**config.mk**
```make
export PLATFORM = sky130hd
export DESIGN_NAME = memory_access_flat
export DESIGN_NICKNAME = d
export VERILOG_FILES = /design/src/rtl/memory_access_if.sv /design/src/rtl/memory_access.sv /design/src/flat_wrapper.sv
export SDC_FILE = /design/constraint.sdc
export NUM_CORES = 1
export LEC_CHECK = 0
export CORE_AREA = 2 2 128 130
export CTS_CLUSTER_SIZE = 24
export DETAILED_ROUTE_END_ITERATION = 6
export DIE_AREA = 0 0 130 132
export PLACE_DENSITY_LB_ADDON = 0.25
export SETUP_SLACK_MARGIN = 0.1
export SLEW_MARGIN = 10
export SYNTH_ARGS = -nofsm -noshare
export SYNTH_HDL_FRONTEND = slang
export SYNTH_SLANG_ARGS = --single-unit
```
**constraint.sdc**
```tcl
create_clock -name clk -period 5.7 [get_ports clk]
set_input_delay 1.14 -clock clk [delete_from_list [all_inputs] [get_ports clk]]
set_output_delay 1.14 -clock clk [all_outputs]
set_load 0.02 [all_outputs]
```
**src/rtl/memory_access_if.sv**
```systemverilog
// Word-wide data-memory request/acknowledge bus with byte enables.
interface memory_access_if #(
  parameter int unsigned DATA_W = 32
);
  logic              req;
  logic              we;
  logic [DATA_W-1:0] addr;
  logic [DATA_W-1:0] wdata;
  logic [3:0]        be;
  logic              ack;
  logic [DATA_W-1:0] rdata;

  modport master (output req, we, addr, wdata, be, input ack, rdata);
  modport slave  (input req, we, addr, wdata, be, output ack, rdata);
endinterface

```
**src/rtl/memory_access.sv**
```systemverilog
// Memory-access stage: drives the data-memory bus, extends loads and holds the MEM/WB register.
// Optional macro MEM_MISALIGN_TRAP_EN suppresses misaligned accesses and flags them in MEM/WB.
module memory_access #(
  parameter int unsigned DATA_W   = 32,
  parameter int unsigned REG_ADDR = 5
) (
  input  logic                clk,
  input  logic                rst_n,
  input  logic                clk_en,
  input  logic                i_ex_mem_to_reg,
  input  logic                i_ex_reg_wr,
  input  logic                i_ex_mem_rd,
  input  logic                i_ex_mem_wr,
  input  logic                i_ex_result_src,
  input  logic [REG_ADDR-1:0] i_ex_reg_destination,
  input  logic [2:0]          i_ex_funct3,
  input  logic [DATA_W-1:0]   i_ex_alu_result,
  input  logic [DATA_W-1:0]   i_ex_data2,
  input  logic [DATA_W-1:0]   i_ex_pc_plus_4,
  memory_access_if.master     dmem,
  output logic                o_mem_stall,
  output logic                o_mem_misaligned,
  output logic                o_mem_mem_to_reg,
  output logic                o_mem_reg_wr,
  output logic                o_mem_result_src,
  output logic [REG_ADDR-1:0] o_mem_reg_destination,
  output logic [DATA_W-1:0]   o_mem_read_data,
  output logic [DATA_W-1:0]   o_mem_alu_result,
  output logic [DATA_W-1:0]   o_mem_pc_plus_4
);

  localparam logic [1:0] StIdle = 2'd0;
  localparam logic [1:0] StWait = 2'd1;
  localparam logic [1:0] StHold = 2'd2;

  logic [1:0]        state_q, state_d;
  logic [DATA_W-1:0] hold_q;
  logic              access, trap, legal, req, is_load;
  logic [1:0]        lane;
  logic [3:0]        be;
  logic [DATA_W-1:0] wdata, word, load_ext;
  logic [7:0]        lane_b;
  logic [15:0]       lane_h;

  assign access = i_ex_mem_rd | i_ex_mem_wr;
  assign lane   = i_ex_alu_result[1:0];

`ifdef MEM_MISALIGN_TRAP_EN
  logic half_acc, word_acc;
  // funct3 101 is only a halfword access for loads; as a store it is an illegal code.
  assign half_acc = (i_ex_funct3 == 3'b001) | ((i_ex_funct3 == 3'b101) & ~i_ex_mem_wr);
  assign word_acc = (i_ex_funct3 == 3'b010);
  assign trap     = access & ((half_acc & lane[0]) | (word_acc & (|lane)));
`else
  assign trap = 1'b0;
`endif

  assign legal   = access & ~trap;
  assign is_load = i_ex_mem_rd & ~i_ex_mem_wr & ~trap;

  // Gated by rst_n so a reset during WAIT drops the request immediately.
  assign req         = rst_n & (((state_q == StIdle) & legal) | (state_q == StWait));
  assign o_mem_stall = req & ~dmem.ack;

  always_comb begin
    be    = 4'b1111;
    wdata = i_ex_data2;
    if (i_ex_mem_wr) begin
      case (i_ex_funct3)
        3'b000: begin
          be    = 4'b0001 << lane;
          wdata = {4{i_ex_data2[7:0]}};
        end
        3'b001: begin
          be    = lane[1] ? 4'b1100 : 4'b0011;
          wdata = {2{i_ex_data2[15:0]}};
        end
        3'b010:  be = 4'b1111;
        default: be = 4'b0000;
      endcase
    end
  end

  assign dmem.req   = req;
  assign dmem.we    = req & i_ex_mem_wr;
  assign dmem.addr  = req ? {i_ex_alu_result[DATA_W-1:2], 2'b00} : '0;
  assign dmem.wdata = req ? wdata : '0;
  assign dmem.be    = req ? be : 4'b0000;

  // In HOLD the bus is idle, so the load word comes from the captured buffer.
  assign word   = (state_q == StHold) ? hold_q : dmem.rdata;
  assign lane_b = word[{lane, 3'b000} +: 8];
  assign lane_h = word[{lane[1], 4'b0000} +: 16];

  always_comb begin
    case (i_ex_funct3)
      3'b000:  load_ext = {{24{lane_b[7]}}, lane_b};
      3'b001:  load_ext = {{16{lane_h[15]}}, lane_h};
      3'b010:  load_ext = word;
      3'b100:  load_ext = {24'b0, lane_b};
      3'b101:  load_ext = {16'b0, lane_h};
      default: load_ext = '0;
    endcase
  end

  always_comb begin
    state_d = state_q;
    case (state_q)
      StIdle: if (legal) state_d = dmem.ack ? (clk_en ? StIdle : StHold) : StWait;
      StWait: if (dmem.ack) state_d = clk_en ? StIdle : StHold;
      StHold: if (clk_en) state_d = StIdle;
      default: state_d = StIdle;
    endcase
  end

  always_ff @(posedge clk or negedge rst_n) begin
    if (!rst_n) begin
      state_q <= StIdle;
      hold_q  <= '0;
    end else begin
      state_q <= state_d;
      if (req && dmem.ack) hold_q <= dmem.rdata;
    end
  end

  always_ff @(posedge clk or negedge rst_n) begin
    if (!rst_n) begin
      o_mem_misaligned      <= 1'b0;
      o_mem_mem_to_reg      <= 1'b0;
      o_mem_reg_wr          <= 1'b0;
      o_mem_result_src      <= 1'b0;
      o_mem_reg_destination <= '0;
      o_mem_read_data       <= '0;
      o_mem_alu_result      <= '0;
      o_mem_pc_plus_4       <= '0;
    end else if (clk_en) begin
      if (o_mem_stall) begin
        o_mem_reg_wr     <= 1'b0;
        o_mem_misaligned <= 1'b0;
      end else begin
        o_mem_misaligned      <= trap;
        o_mem_mem_to_reg      <= i_ex_mem_to_reg;
        o_mem_reg_wr          <= i_ex_reg_wr & ~trap;
        o_mem_result_src      <= i_ex_result_src;
        o_mem_reg_destination <= i_ex_reg_destination;
        o_mem_read_data       <= is_load ? load_ext : '0;
        o_mem_alu_result      <= i_ex_alu_result;
        o_mem_pc_plus_4       <= i_ex_pc_plus_4;
      end
    end
  end

endmodule
```
**src/flat_wrapper.sv**
```systemverilog
// flat-port wrapper written by rule: the top's interface ports become plain ports
module memory_access_flat 
#(
  parameter int unsigned DATA_W   = 32,
  parameter int unsigned REG_ADDR = 5
)
  (clk, rst_n, clk_en, i_ex_mem_to_reg, i_ex_reg_wr, i_ex_mem_rd, i_ex_mem_wr, i_ex_result_src, i_ex_reg_destination, i_ex_funct3, i_ex_alu_result, i_ex_data2, i_ex_pc_plus_4, o_mem_stall, o_mem_misaligned, o_mem_mem_to_reg, o_mem_reg_wr, o_mem_result_src, o_mem_reg_destination, o_mem_read_data, o_mem_alu_result, o_mem_pc_plus_4, dmem_req, dmem_we, dmem_addr, dmem_wdata, dmem_be, dmem_ack, dmem_rdata);
  memory_access_if #(.DATA_W(DATA_W)) dmem_i ();
  input  logic clk;
  input  logic rst_n;
  input  logic clk_en;
  input  logic i_ex_mem_to_reg;
  input  logic i_ex_reg_wr;
  input  logic i_ex_mem_rd;
  input  logic i_ex_mem_wr;
  input  logic i_ex_result_src;
  input  logic [REG_ADDR-1:0] i_ex_reg_destination;
  input  logic [2:0] i_ex_funct3;
  input  logic [DATA_W-1:0] i_ex_alu_result;
  input  logic [DATA_W-1:0] i_ex_data2;
  input  logic [DATA_W-1:0] i_ex_pc_plus_4;
  output logic o_mem_stall;
  output logic o_mem_misaligned;
  output logic o_mem_mem_to_reg;
  output logic o_mem_reg_wr;
  output logic o_mem_result_src;
  output logic [REG_ADDR-1:0] o_mem_reg_destination;
  output logic [DATA_W-1:0] o_mem_read_data;
  output logic [DATA_W-1:0] o_mem_alu_result;
  output logic [DATA_W-1:0] o_mem_pc_plus_4;
  output wire logic [$bits(dmem_i.req)-1:0] dmem_req;
  output wire logic [$bits(dmem_i.we)-1:0] dmem_we;
  output wire logic [$bits(dmem_i.addr)-1:0] dmem_addr;
  output wire logic [$bits(dmem_i.wdata)-1:0] dmem_wdata;
  output wire logic [$bits(dmem_i.be)-1:0] dmem_be;
  input wire logic [$bits(dmem_i.ack)-1:0] dmem_ack;
  input wire logic [$bits(dmem_i.rdata)-1:0] dmem_rdata;
  assign dmem_req = dmem_i.req;
  assign dmem_we = dmem_i.we;
  assign dmem_addr = dmem_i.addr;
  assign dmem_wdata = dmem_i.wdata;
  assign dmem_be = dmem_i.be;
  assign dmem_i.ack = dmem_ack;
  assign dmem_i.rdata = dmem_rdata;
  memory_access #(.DATA_W(DATA_W), .REG_ADDR(REG_ADDR)) u_core (.clk(clk), .rst_n(rst_n), .clk_en(clk_en), .i_ex_mem_to_reg(i_ex_mem_to_reg), .i_ex_reg_wr(i_ex_reg_wr), .i_ex_mem_rd(i_ex_mem_rd), .i_ex_mem_wr(i_ex_mem_wr), .i_ex_result_src(i_ex_result_src), .i_ex_reg_destination(i_ex_reg_destination), .i_ex_funct3(i_ex_funct3), .i_ex_alu_result(i_ex_alu_result), .i_ex_data2(i_ex_data2), .i_ex_pc_plus_4(i_ex_pc_plus_4), .dmem(dmem_i), .o_mem_stall(o_mem_stall), .o_mem_misaligned(o_mem_misaligned), .o_mem_mem_to_reg(o_mem_mem_to_reg), .o_mem_reg_wr(o_mem_reg_wr), .o_mem_result_src(o_mem_result_src), .o_mem_reg_destination(o_mem_reg_destination), .o_mem_read_data(o_mem_read_data), .o_mem_alu_result(o_mem_alu_result), .o_mem_pc_plus_4(o_mem_pc_plus_4));
endmodule
```
-- Word level (Yosys, flattened, before mapping)
Cells that the tools add are included.
- bits in registers: 138
- input port bits: 145
- logic and storage cells: 54
- output and inout port bits: 176
- bitwise gates (word level): 10
- eq/ne operators: 9
- reductions and logical operators: 5
- shift operators: 3
- muxes and demuxes: 18
- operator list (kind ; count):
    32-bit two-way mux ; 5
    32-bit one-hot mux with 5 select lines ; 1
    32-bit one-hot mux with 2 select lines ; 1
    32-bit by 6-bit variable part select with 16-bit output ; 1
    32-bit by 6-bit variable part select with 8-bit output ; 1
    4-bit two-way mux ; 3
    4-bit one-hot mux with 3 select lines ; 1
    2-bit two-way mux ; 5
    3-bit == test, second input constant ; 2
    2-bit one-hot mux with 3 select lines ; 1
    1-bit bitwise AND ; 5
    2-bit != test, second input constant ; 2
    1-bit by 2-bit left shift with 4-bit output, first input constant ; 1
    3-bit by 1-bit == test with 1-bit output, second input constant ; 1
    3-bit by 2-bit == test with 1-bit output, second input constant ; 1
    3-bit logical NOT ; 1
    1-bit inverter ; 3
    3-bit AND reduction ; 1
    2-bit by 1-bit == test with 1-bit output, second input constant ; 1
    2-bit == test, second input constant ; 1
    2-bit logical NOT ; 1
    2-bit by 1-bit != test with 1-bit output, second input constant ; 1
    1-bit bitwise OR ; 2
    2-bit AND reduction ; 1
    2 further kinds ; 2

-- Longest topological paths before layout
Gate-level depths: netlist of the first run.
- depth in word-level cells: 7
- mapped depth: 8

-- Worst setup path after synthesis of the first run
OpenSTA, ideal clock, no wires.
- path type: input to output
- start point: in i_ex_funct3[1]
- end point: out dmem_wdata[27]
- data arrival time: 2.640 ns
- path buffers: 3
- stages on the path: 7
- data required time: 4.560 ns
- path slack: 1.920 ns
- cells stage by stage: clkbuf_1 -> nor2_1 -> and2_1 -> clkbuf_1 -> clkbuf_1 -> nor2_1 -> a211oi_1
- cells in the longest elaborated chain, start to end: 4
- elaborated cells on any way between the ends: 5
- RTL lines (item ; RTL line ; text):
    from (decl) ; flat_wrapper.sv:18 ; input logic [2:0] i_ex_funct3;
    3-bit by 1-bit == test with 1-bit output or 3-bit logical NOT (tied branches) ; memory_access.sv:69 ; case (i_ex_funct3)
    32-bit one-hot mux with 2 select lines * ; memory_access.sv:69 ;
    32-bit two-way mux * ; memory_access.sv:68 ; if (i_ex_mem_wr) begin
    32-bit two-way mux * ; memory_access.sv:87 ; assign dmem.wdata = req ? wdata : '0;
    to (decl) ; flat_wrapper.sv:34 ; output wire logic [$bits(dmem_i.wdata)-1:0] dmem_wdata;
Mark *: on every way between the ends. The rest lies on a longest branch, timed or not.

-- Final worst setup path of the first run
- start point: in i_ex_mem_wr
- end point: out dmem_wdata[26]
- cells in the longest elaborated chain, start to end: 5
- elaborated cells on any way between the ends: 6
- RTL lines (item ; RTL line ; text):
    from (decl) ; flat_wrapper.sv:15 ; input logic i_ex_mem_wr;
    1-bit bitwise OR ; memory_access.sv:45 ; assign access = i_ex_mem_rd | i_ex_mem_wr;
    1-bit bitwise AND ; memory_access.sv:62 ; assign req = rst_n & (((state_q == StIdle) & legal) | (state_q == StWait));
    1-bit bitwise OR ; memory_access.sv:62 ;
    1-bit bitwise AND ; memory_access.sv:62 ;
    32-bit two-way mux * ; memory_access.sv:87 ;
Marked as above.

==> results_dict.tcl, run 1 <==
set metrics [dict create \
    status "complete, no violations" \
    rows 46 \
    synth_area_mm2 0.006929 \
    final.setup_skew_ns 0.01531 \
    timing.rr.start "u_core.state_q[1]$_DFFE_PN0P_" \
    hold_violations 0 \
    antenna_found_initial 0 \
    grt_pass1_vias 6361 \
    ant_nets 0 \
    ys.flop_type "dfrtp_1" \
    tns_ns 0 \
    synth_edf_count 0 \
    ctsLongestPathBuffers 2 \
    whs_path_depth 2 \
    synth_top_area_share_pct 49.84 \
    end_kind "output port" \
    dp_hpwl_mm 15.90 \
    synth.avg_cell_area_um2 8.716 \
    synth_adder_area_share_pct 0 \
    setup_violations 0 \
    rsz0062_at_grt "no" \
    n_fill_cell 1304 \
    power.switching_w 0.0009194 \
    synth_most_common_cell "nand2_1" \
    synth_compound_area_share_pct 9.841 \
    yosys_warnings 0 \
    syn_to_final_growth_pct 56.19 \
    cp_max_fo 31 \
    chipHeight_um 132 \
    grt_pass1_wl_mm 33.91 \
    synth_top_family_by_area "simple AND/OR/NAND/NOR gates" \
    die-area_mm2 0.01716 \
    ys_ff_latch 138 \
    synth-simple-area-share_pct 24.83 \
    synth_area_leader_cell "dfrtp_1" \
    routed_wl_mm 21.94 \
    ctsResizeCount 0 \
    min_path_type "reg -> reg" \
    ys_seq_area_share_pct 49.84 \
    leakagePower_nw 4.935 \
    drv_cap 0 \
    period_share_pct 84.41 \
    slowest_stage "clkdlybuf4s50_1" \
    track_usage_pct 25.28 \
    place_inst 1281 \
    synthCells 795 \
    firstDrtPassIters 5 \
    grt_max_degree 77 \
    post_cts_buffers 0 \
    cts_tree "built" \
    cp.required_ns 4.56 \
    clock_sinks 138 \
    synth_area_leaders "dfrtp_1 50%, nand2_1 16%, mux2_1 4.9%" \
    min_from "u_core.o_mem_pc_plus_4[19]$_DFFE_PN0P_" \
    cp_cell_sequence "clkdlybuf4s50_1, or3_1, nand2_1, a211oi_1, clkdlybuf4s50_1" \
    synthDistinctLibCells 39 \
    clock-root-buffer "clkbuf_16" \
    initial_utilization_pct 44.10 \
    io_buffers 317 \
    slew_viol_final 0 \
    ff2ff_setup_slack_ns 2.39 \
    tightest_slew_ns 1.111 \
    cp.arrival_ns 3.67 \
    holdBufCountCts 0 \
    ff2ff_path_depth 8 \
    async_flop_share_pct 100.0 \
    internal_power_w 0.002243 \
    ios 321 \
    power_switching_share_pct 29.07 \
    die_x_um 130 \
    r2r_end "u_core.o_mem_pc_plus_4[22]$_DFFE_PN0P_" \
    gp_congestion 0.8261 \
    drive_gt1_share_pct 6.296 \
    coreArea_mm2 0.01571 \
    synth_mux_area_share_pct 11.45 \
    vias 6593 \
    path_common_cell "clkdlybuf4s50_1" \
    register_area_mm2 0.003453 \
    seq_power_share_pct 37.9 \
    max_freq_mhz 207.9 \
    clkPwrFrac_pct 34.4 \
    wl_per_cell_um 16.72 \
    relSlewSlack_pct 25.75 \
    cts.clk_slew.worst_paths_ns 0.05 \
    routed_via_density 5.025 \
    multi_input_area_mm2 0.003231 \
    synth_xor_area_share_pct 0 \
    fin_crit_ns 4.811 \
    numCtsBuffers 17 \
    nets 1229 \
    hold_end "u_core.o_mem_pc_plus_4[19]$_DFFE_PN0P_" \
    drcViolationCount 0 \
    combPwrFrac_pct 27.7 \
    drt_iter0_markers 272 \
    ys_top_cells_by_count "296 x nand2_1, 138 x dfrtp_1, 64 x nor2_1" \
    overflow 0 \
    cts_htree_levels 4 \
    vdd_drop_max_v 0.0002306 \
    path_class "in -> out" \
    crit_family "buffers and inverters" \
    final_cells 1312 \
    clock_latency_ns 0.41 \
    critPathBufInv 2 \
    critPathLaunchType "input pin" \
    powerDensity_mw_per_mm2 292.2 \
    slowest_delay_ns 0.67 \
    diodes 0 \
]
routing by layer:
layer | vias up | global-route usage, % | routed length (um)
li1 | 3208 | - | -
met1 | 3080 | 30.98 | 8767
met2 | 264 | 42.18 | 10800
met3 | 41 | 7.549 | 1723
met4 | 0 | 8.961 | 649
met5 | - | 0 | 0
power by group through the flow:
stage / logic [W] / clock network (W) / registers, W
6_report: 0.000877 / 0.00109 / 0.00120
5_1_grt: 0.000941 / 0.00116 / 0.00122
4_1_cts: 0.000886 / 0.00111 / 0.00120
3_5_place_dp: 0.000881 / 0 / 0.00122
3_3_place_gp: 0.000871 / 0 / 0.00121
2_1_floorplan: 0.000322 / 0 / 0.00131
cells in the final DEF (no fill, tap or decap), types with 3 or more instances in the layout:
cell type and instances:
clkdlybuf4s50_1 316, nand2_1 296, dfrtp_1 138, nor2_1 64, a21oi_1 60, and3_1 38
mux2_1 30, mux2i_1 23, clkbuf_16 17, a21oi_2 10, buf_4 10, mux4_2 9
a211oi_1 8, a31oi_1 8, o22ai_1 8, o21ai_1 7, clkbuf_8 5, nand2b_1 4
o21ai_0 4, nor2b_1 3, conb_1 3, clkbuf_1 3
how the worst max path moves through the flow:
| stage | start | endpoint | depth (start not counted) |
|---|---|---|---|
| after floorplan | i_ex_funct3[1] | dmem_wdata[27] | 7 |
| after global placement | i_ex_mem_wr | dmem_wdata[26] | 5 |
| after detailed placement | i_ex_mem_wr | dmem_wdata[30] | 5 |
| after CTS | i_ex_mem_wr | dmem_wdata[26] | 5 |
| after global routing | i_ex_mem_wr | dmem_wdata[26] | 5 |
| final | i_ex_mem_wr | dmem_wdata[26] | 5 |
area by class of cell:
class / count / area share, %
sequential: 138 / 31.91
timing repair buffer: 328 / 30.21
multi-input combinational: 597 / 29.85
clock buffer: 25 / 4.671
tap: 216 / 2.497
clock inverter: 6 / 0.7977
inverter: 2 / 0.06936
metrics by stage:
step	power, W	setup slack [ns]	cell area (um2)	hold WS (ns)	util [%]
floorplan	0.001635	1.920	6937	0.4551	-
global placement	0.002077	0.9262	10230	0.4568	65.11
detailed placement	0.002097	0.8957	10230	0.4613	65.11
CTS	0.003198	0.8600	10820	0.4754	68.88
global route	0.003313	0.6357	10820	0.4906	68.88
finish	0.003162	0.8888	10820	0.4699	68.88
worst register-to-register path: stages (launching register included):
cell,delay (ns)
dfrtp_1,0.42
nor2b_2,0.13
buf_4,0.32
nand2_1,0.66
buf_4,0.40
o21ai_4,0.73
buf_12,0.36
nand2_1,0.13
nand2_1,0.08
kinds of logic (layout without fill, tap and decap cells):
group,Yosys count,count (layout)
muxes,64,64
and+or+nand+nor,418,418
AOI/OAI and AO/OA,112,112
buffers and inverters,62,361
DFF,138,138
other,1,3
(Power assumes the default switching activity.)
==> inputs of run 2 (changes only) <==
--- a/config.mk
+++ b/config.mk
@@ -5,10 +5,10 @@
 export SDC_FILE = /design/constraint.sdc
 export NUM_CORES = 1
 export LEC_CHECK = 0
-export CORE_AREA = 2 2 128 130
+export CORE_AREA = 2 2 132 134
 export CTS_CLUSTER_SIZE = 24
 export DETAILED_ROUTE_END_ITERATION = 6
-export DIE_AREA = 0 0 130 132
+export DIE_AREA = 0 0 134 136
 export PLACE_DENSITY_LB_ADDON = 0.25
 export SETUP_SLACK_MARGIN = 0.1
 export SLEW_MARGIN = 10
==> constraint.sdc (replaced) <==
create_clock -name clk -period 4.77 [get_ports clk]
set_input_delay 0.954 -clock clk [delete_from_list [all_inputs] [get_ports clk]]
set_output_delay 0.954 -clock clk [all_outputs]
set_load 0.02 [all_outputs]
==> results_dict.tcl, run 2 (synthesis results as in run 1) <==
set metrics [dict create \
    slew_viol_final 0 \
    internal_power_w 0.002741 \
    overflow 0 \
    holdBufCountCts 0 \
    powerDensity_mw_per_mm2 356.0 \
    end_kind "output port" \
    relSlewSlack_pct 35.13 \
    cts.clk_slew.worst_paths_ns 0.06 \
    slowest_delay_ns 0.65 \
    firstDrtPassIters 5 \
    chipHeight_um 136 \
    ff2ff_path_depth 7 \
    status "complete, no violations" \
    final.setup_skew_ns 0.01011 \
    cp_cell_sequence "clkdlybuf4s50_1, nor2_1, and2_1, buf_4, nor2_1, a211oi_1, clkdlybuf4s50_1" \
    grt_pass1_wl_mm 35.30 \
    setup_violations 0 \
    drt_iter0_markers 379 \
    cts_tree "built" \
    combPwrFrac_pct 27.2 \
    min_path_type "reg -> reg" \
    min_from "u_core.o_mem_alu_result[28]$_DFFE_PN0P_" \
    nets 1236 \
    pre_cts_ws_ns 0.6168 \
    die-area_mm2 0.01822 \
    clock_latency_ns 0.42 \
    syn_to_final_growth_pct 57.75 \
    n_fill_cell 1457 \
    drcViolationCount 0 \
    numCtsBuffers 17 \
    cp.arrival_ns 3.21 \
    period_share_pct 87.27 \
    tns_ns 0 \
    final.setup.worst_slack_ns 0.6070 \
    die_x_um 134 \
    rows 48 \
    ant_nets 0 \
    vdd_drop_max_v 0.0002858 \
    seq_power_share_pct 36.8 \
    max_freq_mhz 240.2 \
    routed_wl_mm 22.92 \
    startpoint "i_ex_funct3[2]" \
    placed_area_mm2 0.01029 \
    ios 321 \
    clkPwrFrac_pct 36.0 \
    routed_via_density 5.013 \
    holdWs_ns 0.4707 \
    tightest_slew_ns 0.9694 \
    cts_htree_levels 4 \
    cp_max_fo 18 \
    dp_hpwl_mm 16.66 \
    rsz0062_at_grt "no" \
    diodes 0 \
    vias 6662 \
    track_usage_pct 25.04 \
    io_buffers 317 \
    grt_max_degree 72 \
    power.switching_w 0.001150 \
    mostFrequentLayoutCells "316 x clkdlybuf4s50_1, 296 x nand2_1, 138 x dfrtp_1" \
    gp_congestion 0.8840 \
    wl_per_cell_um 17.24 \
    leakagePower_nw 4.987 \
    post_cts_buffers 0 \
    slowest_stage "clkdlybuf4s50_1" \
    ctsLongestPathBuffers 2 \
    final_common_cell "clkdlybuf4s50_1" \
    whs_path_depth 2 \
    ctsResizeCount 0 \
    hold_violations 0 \
    initial_utilization_pct 41.06 \
    path_class "in -> out" \
    critPathLaunchType "input pin" \
    cp.required_ns 3.82 \
    grt_pass1_vias 6338 \
    final_cells 1329 \
    drive_gt1_share_pct 7.156 \
    antenna_found_initial 0 \
    place_inst 1297 \
    clock-root-buffer "clkbuf_16" \
    clock_sinks 138 \
    coreArea_mm2 0.01688 \
    drv_cap 0 \
    finalInstanceArea_mm2 0.01093 \
    timing.rr.start "u_core.state_q[1]$_DFFE_PN0P_" \
    fin_crit_ns 4.163 \
    power_switching_share_pct 29.56 \
]
[run 2: changes by cell type in the layout (fill, tap and decap cells not counted), sizes merged]
cell / previous run / this run
clkinv: 3 / 6
buf: 12 / 19
bufinv: 2 / 4
clkbuf: 25 / 19
inv: 2 / 4
[run 2: critical path, delay by kind of cell]
family,cells,cell delay [ns]
AO/OA/AOI/OAI,1,0.24
AND/OR/NAND/NOR,3,0.54
buffers and inverters,3,1.46
[run 2: power groups by stage]
stage,sequential (W),clock (W),combinational [W]
after floorplan,0.00157,0,0.000385
after global placement,0.00144,0,0.00105
after detailed placement,0.00145,0,0.00106
after CTS,0.00143,0.00143,0.00107
after global routing,0.00145,0.00149,0.00114
final,0.00143,0.00140,0.00106
[run 2: stage by stage]
stage / power [W] / util, %
global placement: 0.002493 / 61.00
global route: 0.004072 / 64.77
CTS: 0.003930 / 64.77
detailed placement: 0.002512 / 61.00
finish: 0.003891 / 64.77
floorplan: 0.001953 / -
[run 2: final timing paths]
kind                            slack, ns                                 endpoint
worst max-delay path                 0.61                           dmem_wdata[24]
worst max register to register       1.89   u_core.o_mem_pc_plus_4[16]$_DFFE_PN0P_
max in group asynchronous            2.54    u_core.o_mem_read_data[9]$_DFFE_PN0P_
worst min-delay path                 0.47  u_core.o_mem_alu_result[28]$_DFFE_PN0P_
min in group asynchronous            0.76   u_core.o_mem_read_data[24]$_DFFE_PN0P_
worst min register to register       0.47  u_core.o_mem_alu_result[28]$_DFFE_PN0P_
[run 2: final cells by class]
cell class	count	area, um2	share of cell area [%]
inverters	2	7.507	0.06868
flip-flops and latches	138	3453	31.59
multi-input cells	597	3231	29.56
clock inverters	13	192.7	1.763
clock buffers	19	442.9	4.052
repair buffers	335	3322	30.39
well taps	225	281.5	2.576
[run 2: layer usage]
metal | part of all wire [%] | vias to the layer above | GRT usage [%] | wire length, um
li1 | - | 3217 | - | -
met1 | 43 | 3149 | 32.81 | 9772
met2 | 47 | 253 | 39.66 | 10720
met3 | 7.4 | 43 | 7.010 | 1685
met4 | 3.2 | 0 | 9.515 | 735
met5 | 0 | - | 0 | 0
==> inputs of run 3 (changes only) <==
--- a/config.mk
+++ b/config.mk
@@ -6,12 +6,13 @@
 export NUM_CORES = 1
 export LEC_CHECK = 0
 export CORE_AREA = 2 2 132 134
+export CTS_CLUSTER_DIAMETER = 80
 export CTS_CLUSTER_SIZE = 24
 export DETAILED_ROUTE_END_ITERATION = 6
 export DIE_AREA = 0 0 134 136
 export PLACE_DENSITY_LB_ADDON = 0.25
 export SETUP_SLACK_MARGIN = 0.1
-export SLEW_MARGIN = 10
+export SLEW_MARGIN = 20
 export SYNTH_ARGS = -nofsm -noshare
 export SYNTH_HDL_FRONTEND = slang
 export SYNTH_SLANG_ARGS = --single-unit
==> results of run 3 <==
The final DEF is identical to that of run 2; final timing and power are the same.
